===== src/rtl/dmem_pkg.sv =====
// Shared types and constants for the data-memory access controller.
// Optional load bypass is enabled by DMEM_LOAD_BYPASS_EN.
package dmem_pkg;

  typedef enum logic [1:0] {
    IDLE = 2'd0,
    REQ  = 2'd1,
    WAIT = 2'd2,
    DONE = 2'd3
  } state_e;

  localparam int TIMEOUT_DEFAULT = 256;
  localparam int ADDR_W_DEFAULT  = 32;
  localparam int WADDR_W         = ADDR_W_DEFAULT - 2;

  localparam logic [31:0] DEAD_DATA = 32'hDEADBEEF;

endpackage


===== src/rtl/dmem_timeout_cnt.sv =====
// Clear/enable watchdog counter that saturates at TIMEOUT-1.
// expired_o is high while the count sits at its final value.
module dmem_timeout_cnt
  import dmem_pkg::*;
#(
  parameter int TIMEOUT = TIMEOUT_DEFAULT,
  parameter int CNT_W   = 9
) (
  input  logic clk,
  input  logic rst_n,
  input  logic clr_i,
  input  logic en_i,
  output logic expired_o
);

  localparam logic [CNT_W-1:0] LAST = CNT_W'(TIMEOUT - 1);

  logic [CNT_W-1:0] cnt_q;

  always_ff @(posedge clk or negedge rst_n) begin
    if (!rst_n) begin
      cnt_q <= '0;
    end else if (clr_i) begin
      cnt_q <= '0;
    end else if (en_i && (cnt_q != LAST)) begin
      cnt_q <= cnt_q + 1'b1;
    end
  end

  assign expired_o = (cnt_q == LAST);

endmodule


===== src/rtl/dmem_access_ctrl.sv =====
// Multi-cycle D-port controller: stalls the core around one memory access.
// `define DMEM_LOAD_BYPASS_EN adds a one-entry last-load bypass tag.
module dmem_access_ctrl
  import dmem_pkg::*;
#(
  parameter int ADDR_W  = ADDR_W_DEFAULT,
  parameter int DATA_W  = 32,
  parameter int TIMEOUT = TIMEOUT_DEFAULT,
  parameter int CNT_W   = 9
) (
  input  logic              clk,
  input  logic              rst_n,
  input  logic              core_req,
  input  logic              core_wen,
  input  logic [ADDR_W-1:0] core_addr,
  input  logic [DATA_W-1:0] core_wdata,
  output logic [DATA_W-1:0] core_rdata,
  output logic              core_stall,
  output logic              core_err,
  output logic              core_misalign,
  output logic              mem_cen,
  output logic              mem_wen,
  output logic [ADDR_W-3:0] mem_addr,
  output logic [DATA_W-1:0] mem_wdata,
  input  logic [DATA_W-1:0] mem_rdata,
  input  logic              mem_ready
);

  state_e            state_q;
  logic [ADDR_W-3:0] addr_q;
  logic              wen_q;
  logic              mis_q;
  logic              err_q;
  logic [DATA_W-1:0] wdata_q;
  logic [DATA_W-1:0] rdata_q;
  logic              expired;
  logic              hit;
  logic              accept;
  logic              in_idle;

  assign in_idle = (state_q == IDLE);
  assign accept  = in_idle && core_req && !hit;

`ifdef DMEM_LOAD_BYPASS_EN
  logic [ADDR_W-3:0] tag_q;
  logic              tag_v_q;
  logic              tag_match;

  assign tag_match = (tag_q == core_addr[ADDR_W-1:2]);
  assign hit = in_idle && core_req && !core_wen
            && tag_v_q && tag_match;

  // rdata_q only changes on load completion, which also refreshes the tag
  always_ff @(posedge clk or negedge rst_n) begin
    if (!rst_n) begin
      tag_q   <= '0;
      tag_v_q <= 1'b0;
    end else if (state_q == WAIT) begin
      if (mem_ready && !wen_q) begin
        tag_q   <= addr_q;
        tag_v_q <= 1'b1;
      end else if (!mem_ready && expired) begin
        tag_v_q <= 1'b0;
      end
    end else if (accept && core_wen && tag_match) begin
      tag_v_q <= 1'b0;
    end
  end
`else
  assign hit = 1'b0;
`endif

  dmem_timeout_cnt #(
    .TIMEOUT (TIMEOUT),
    .CNT_W   (CNT_W)
  ) u_wdog (
    .clk       (clk),
    .rst_n     (rst_n),
    .clr_i     (state_q == REQ),
    .en_i      (state_q == WAIT),
    .expired_o (expired)
  );

  always_ff @(posedge clk or negedge rst_n) begin
    if (!rst_n) begin
      state_q <= IDLE;
      addr_q  <= '0;
      wen_q   <= 1'b0;
      mis_q   <= 1'b0;
      err_q   <= 1'b0;
      wdata_q <= '0;
      rdata_q <= '0;
    end else begin
      unique case (state_q)
        IDLE: begin
          if (accept) begin
            addr_q  <= core_addr[ADDR_W-1:2];
            wen_q   <= core_wen;
            wdata_q <= core_wdata;
            mis_q   <= |core_addr[1:0];
            state_q <= REQ;
          end
        end
        REQ: state_q <= WAIT;
        WAIT: begin
          if (mem_ready) begin
            if (!wen_q) rdata_q <= mem_rdata;
            state_q <= DONE;
          end else if (expired) begin
            err_q <= 1'b1;
            if (!wen_q) rdata_q <= DATA_W'(DEAD_DATA);
            state_q <= DONE;
          end
        end
        DONE: state_q <= IDLE;
      endcase
    end
  end

  // IDLE stall is combinational: the core must freeze in the request cycle
  assign core_stall = in_idle ? (core_req && !hit)
                              : (state_q != DONE);

  assign core_rdata    = rdata_q;
  assign core_err      = err_q;
  assign core_misalign = (state_q == DONE) && mis_q;
  assign mem_cen       = (state_q == REQ);
  assign mem_wen       = wen_q;
  assign mem_addr      = addr_q;
  assign mem_wdata     = wdata_q;

endmodule


===== config.mk =====
export PLATFORM = sky130hd
export DESIGN_NAME = dmem_access_ctrl
export DESIGN_NICKNAME = d
export VERILOG_FILES = /design/src/rtl/dmem_pkg.sv /design/src/rtl/dmem_timeout_cnt.sv /design/src/rtl/dmem_access_ctrl.sv
export SDC_FILE = /design/constraint.sdc
export NUM_CORES = 1
export LEC_CHECK = 0
export BUFFER_PORTS_ARGS = -buffer_cell sky130_fd_sc_hd__buf_2
export CAP_MARGIN = 20
export CORE_AREA = 2 2 130 106
export DETAILED_ROUTE_END_ITERATION = 8
export DIE_AREA = 0 0 132 108
export PLACE_DENSITY = 0.63
export SLEW_MARGIN = 5
export SYNTH_ARGS = -nofsm -noshare
export SYNTH_HDL_FRONTEND = slang
export SYNTH_SLANG_ARGS = --single-unit

===== constraint.sdc =====
create_clock -name clk -period 3.2 [get_ports clk]
set_input_delay 0 -clock clk [delete_from_list [all_inputs] [get_ports clk]]
set_output_delay 0 -clock clk [all_outputs]
set_load 0.01 [all_outputs]

== After elaboration in Yosys (flattened, before gate mapping) ==
Index checks and enable logic that the tools add are counted.
Storage, ports and cells
  register bits after elaboration: 108
  input port bits: 101
  output and inout port bits: 99
  word-level logic and storage cells: 41
Cells by class
  add/sub/neg operators: 1
  eq/ne operators: 8
  muxes and demuxes: 11
  bitwise operators: 2
  reductions and logical operators: 11
Operators by type and width (number)
  two-way mux 32 bit: 4
  two-way mux 9 bit: 2
  adder 9 x 1 -> 9 bit, second input constant: 1
  equality test 9 x 8 -> 1 bit, second input constant: 1
  != test 9 x 8 -> 1 bit, second input constant: 1
  case mux 2 bit (4 select lines): 1
  two-way mux 2 bit: 3
  AND reduction 3 bit: 2
  equality test 2 bit, second input constant: 2
  != test 2 bit, second input constant: 2
  AND reduction 2 bit: 2
  nonzero test 2 bit: 2
  logical AND 1 bit: 3
  != test 3 bit, second input constant: 1
  equality test 2 x 1 -> 1 bit, second input constant: 1
  zero test 2 bit: 1
  NOT 1 bit: 2
  OR reduction 2 bit: 1
  two-way mux 1 bit: 1

== Longest topological paths before layout ==
  depth in word-level cells: 4
  mapped depth: 8
  gate-level depth less buffers: 7

== Cells and area by module ==
Synthesis repeated with hierarchy kept, for this count alone.
Second synthesis, totals
  cell total of the unflattened synthesis: 293
  area, all modules: 4444.3 um^2
By module, submodules not included
  dmem_access_ctrl: instances 1, cells each 246, area each 3977.6 um^2
  dmem_timeout_cnt: instances 1, cells each 47, area each 466.7 um^2

== Worst setup path before layout ==
Ideal clock, no wire load.
  path type: reg2reg
  from: register u_wdog.cnt_q[0]
  to: register u_wdog.cnt_q[7]
  arrival time: 1.794 ns
  slack: 1.328 ns
  stages on the path, launching flop included: 9
  buffers on the path: 1
  clock period less this slack: 1.872 ns
  cell sequence: dfrtp_1 > ha_1 > nand3_1 > nor2_1 > ha_1 > nand2b_2 > buf_6 > or4_1 > a21oi_1
Between the ends
  cells in the longest elaborated chain, start to end: 3
  elaborated cells on any way between the ends: 6
  those cells by class: 1 x add/sub; 1 x eq/ne; 2 x mux; 2 x reduce/logical
Ends and longest elaborated chain
  start: declaration: line dmem_timeout_cnt.sv:18  | logic [CNT_W-1:0] cnt_q;
  start signal: assignment: line dmem_timeout_cnt.sv:26  | cnt_q <= cnt_q + 1'b1;
  adder 9 x 1 -> 9 bit / != test 9 x 8 -> 1 bit (equally long branches): line dmem_timeout_cnt.sv:26, dmem_timeout_cnt.sv:25
  two-way mux 9 bit / logical AND 1 bit (equally long branches): line dmem_timeout_cnt.sv:25  | end else if (en_i && (cnt_q != LAST)) begin
  two-way mux 9 bit / nonzero test 2 bit (equally long branches)
Several ways; a longest one is shown, not always the timed one. The select of a mux whose other input is x is not followed.
A chain may end at the register's enable or synchronous reset.

== Worst setup path in the final report ==
  from: register state_q[0]
  to: register wdata_q[10] (netlist: mem_wdata[10])
Between the ends
  cells in the longest elaborated chain, start to end: 3
Ends and longest elaborated chain
  start: declaration: line dmem_access_ctrl.sv:29  | state_e state_q;
  start signal: assignment: line dmem_access_ctrl.sv:86  | state_q <= IDLE;
  start signal: assignment: line dmem_access_ctrl.sv:101  | state_q <= REQ;
  start signal: assignment: line dmem_access_ctrl.sv:104  | REQ: state_q <= WAIT;
  zero test 2 bit (*): line dmem_access_ctrl.sv:41, dmem_access_ctrl.sv:94
  logical AND 1 bit: line dmem_access_ctrl.sv:42  | assign accept = in_idle && core_req && !hit;
  AND reduction 2 bit (no source line) (*)
  end signal: assignment: line dmem_access_ctrl.sv:99  | wdata_q <= core_wdata;
  end: declaration: line dmem_access_ctrl.sv:34  | logic [DATA_W-1:0] wdata_q;
Mark *: on every way between the ends. The rest lies on a longest branch, timed or not.

==> results.json <==
{
  "row_count": 37,
  "preCtsSetupSlack_ns": 1.10,
  "clk_pin_slew_ns": 0.07,
  "slew_headroom": 0.466,
  "die_x_microns": 132,
  "period_minus_slack_ns": 2.11,
  "ant_nets": 0,
  "synthFlopType": "dfrtp_1",
  "timing.rr.end": "mem_wdata[10]",
  "start_util": 0.348,
  "crit_slowest_cell": "nand2_2",
  "fin_nets": 723,
  "clock_latency_ns": 0.34,
  "tightest_slew_ns": 0.801,
  "cts_tree": "built",
  "outcome": "finished, final reports clean",
  "overflow": 0,
  "critPathKind": "reg -> reg",
  "clock_sinks": 108,
  "fp.dieH_microns": 108,
  "fp.coreArea_sq_um": 12800,
  "critPathMaxFanout": 40,
  "p_switching_w": 0.00191,
  "synth_area_sq_um": 4460,
  "vias_per_cell": 4.55,
  "syn_nets": 427,
  "intPower_w": 0.00390,
  "firstDrtPassIters": 4,
  "diodes": 0,
  "hp-class": "in -> reg",
  "critPathLaunchType": "register",
  "finClkSkew_ns": 0.00570,
  "whs_ns": 0.0932,
  "grt_pass1_vias": 3855,
  "wl_microns": 12100,
  "drt_iter0_markers": 110,
  "synth_cell_types": 32,
  "ioPinCount": 200,
  "switching_share": 0.329,
  "cp_slowest_stage_delay_ns": 0.50,
  "power_frac_clock": 0.205,
  "gp_congestion": 0.805,
  "p_comb_frac": 0.395,
  "synth-seq-cells": 108,
  "p_leak_nw": 3.34,
  "synth-async-reset-ratio": 1.00,
  "io_buffers": 199,
  "rsz0062_at_grt": "no",
  "wl_per_cell_microns": 15.2,
  "p_per_area_nw_per_um2": 836,
  "setup_tns_ns": 0,
  "clock_path_buffers": 2,
  "hpwl_microns": 7700,
  "grt_max_degree": 63,
  "grt_pass1_wl_microns": 19400,
  "synth-seq-area-share": 0.606,
  "hp-start": "core_req",
  "place_inst": 680,
  "syn_to_final_growth_pct": 55.9,
  "reg2reg_slack_ns": 1.09,
  "yosys_warnings": 0,
  "synth_edf_count": 0,
  "cp-endpoint": "mem_wdata[10]",
  "power_w": 0.00582,
  "die_area_sq_um": 14300,
  "final_common_cell": "buf_2",
  "finalNonFillerCells": 793,
  "cp_num_buf_inv": 2,
  "critPathTopFamily": "simple AND/OR/NAND/NOR gates",
  "cp-end-kind": "register",
  "max-vdd-ir-drop_v": 0.000388,
  "cts_buffers": 9,
  "vias": 3606,
  "htreeDepth": 3,
  "cts-root-buf": "clkbuf_16",
  "fmax_mhz": 474,
  "drc": 0,
  "cp_num_cells": 5,
  "crit_start": "state_q[0]",
  "fin_ws_ns": 1.09,
  "seqPwrFrac": 0.400,
  "r2r_start": "state_q[0]",
  "r2r_cells": 5,
  "antenna_found_initial": 0,
  "slew_violations": 0,
  "avgSynthCellArea_sq_um": 14.0,
  "synth_cells": 318,
  "layout_worst_path_cycle_share": 0.660,
  "hold_viol_final": 0,
  "critPathRequiredTime_ns": 3.42,
  "setup_violations": 0,
  "grt_use_total": 0.173,
  "crit_path_cell_trace": "inv_1 -> ha_1 -> nand2_2 -> buf_12 -> mux2_2",
  "final_cell_mix": "buf_2, dfrtp_1, dlygate4sd3_1",
  "drv_cap": 0,
  "cts_setup_buffers": 0,
  "drive_gt1_frac": 0.508,
  "crit_arrival_ns": 2.33
}
[worst min-delay path, delay by kind of cell]
kind | cells | cell delay, ns
AND/OR/NAND/NOR | 1 | 0.14
AO/OA/AOI/OAI | 1 | 0.15
buffers and inverters | 1 | 0.12
[synth_stat cells (all sizes together) (2+ instances only)]
cell type,count,area share
nand2b,25,0.036
nand2,12,0.010
ha,8,0.022
a21oi,6,0.0067
mux2,88,0.22
xor2,2,0.0039
nor2,5,0.0042
or4,2,0.0034
buf,11,0.014
o21ai,5,0.0056
or3,3,0.0045
mux2i,9,0.020
dfrtp,108,0.61
o31ai,2,0.0034
nand3,3,0.0034
clkbuf,5,0.0042
inv,14,0.012
[cell type report]
| cell class | count | area, sq um |
|---|---|---|
| repair buffers | 301 | 2020 |
| well taps | 175 | 219 |
| clock buffers | 10 | 239 |
| inverters | 14 | 52.6 |
| fillers | 1084 | 5870 |
| flip-flops and latches | 108 | 2700 |
| clock inverters | 5 | 83.8 |
| multi-input cells | 180 | 1640 |
[layer usage]
layer / track usage / share of wire / vias up
li1: - / - / 1675
met1: 0.204 / 0.42 / 1767
met2: 0.304 / 0.50 / 148
met3: 0.0520 / 0.062 / 16
met4: 0.0559 / 0.014 / 0
met5: 0 / 0 / -
[cell families after synthesis]
group,count (synthesis),share of synthesized area
DFF,108,0.606
muxes,97,0.242
and+or+nand+nor,56,0.0704
buffers and inverters,30,0.0300
AOI/OAI and AO/OA,17,0.0252
adders and majority gates,8,0.0224
xor gates and xnor gates,2,0.00393
[registers in the layout, indices dropped and copies added (netlist names)]
register and count:
core_rdata 32, mem_wdata 32, mem_addr 30, u_wdog.cnt_q 9
state_q 2, core_err 1, mem_wen 1, mis_q 1
[stage by stage]
step	util	area (sq um)
finish	0.542	6960
global placement	0.441	5650
global route	0.542	6960
detailed placement	0.441	5650
CTS	0.542	6960
floorplan	-	4460
[power groups by stage]
stage / clock network, W / logic [W] / registers (W)
3_5_place_dp: 0 / 0.00221 / 0.00234
3_3_place_gp: 0 / 0.00215 / 0.00231
2_1_floorplan: 0 / 0.000988 / 0.00260
4_1_cts: 0.00124 / 0.00231 / 0.00232
6_report: 0.00119 / 0.00230 / 0.00233
5_1_grt: 0.00128 / 0.00249 / 0.00241
[repair_timing]
action,in CTS,in global routing
gates resized for setup,0,0
hold buffers,98,0
endpoints found under the hold margin,156,0
endpoints found under the setup margin,0,0
[worst min-delay path by stage]
| stage | endpoint | slack [ns] | depth (start not counted) |
|---|---|---|---|
| CTS | state_q[0] | 0.08 | 3 |
| global route | state_q[0] | 0.11 | 3 |
| global placement | core_rdata[25] | 0.13 | 1 |
| detailed placement | core_rdata[25] | 0.14 | 1 |
| floorplan | core_err | -0.30 | 0 |
| finish | state_q[0] | 0.09 | 3 |
Power figures use the tool's default switching activity.
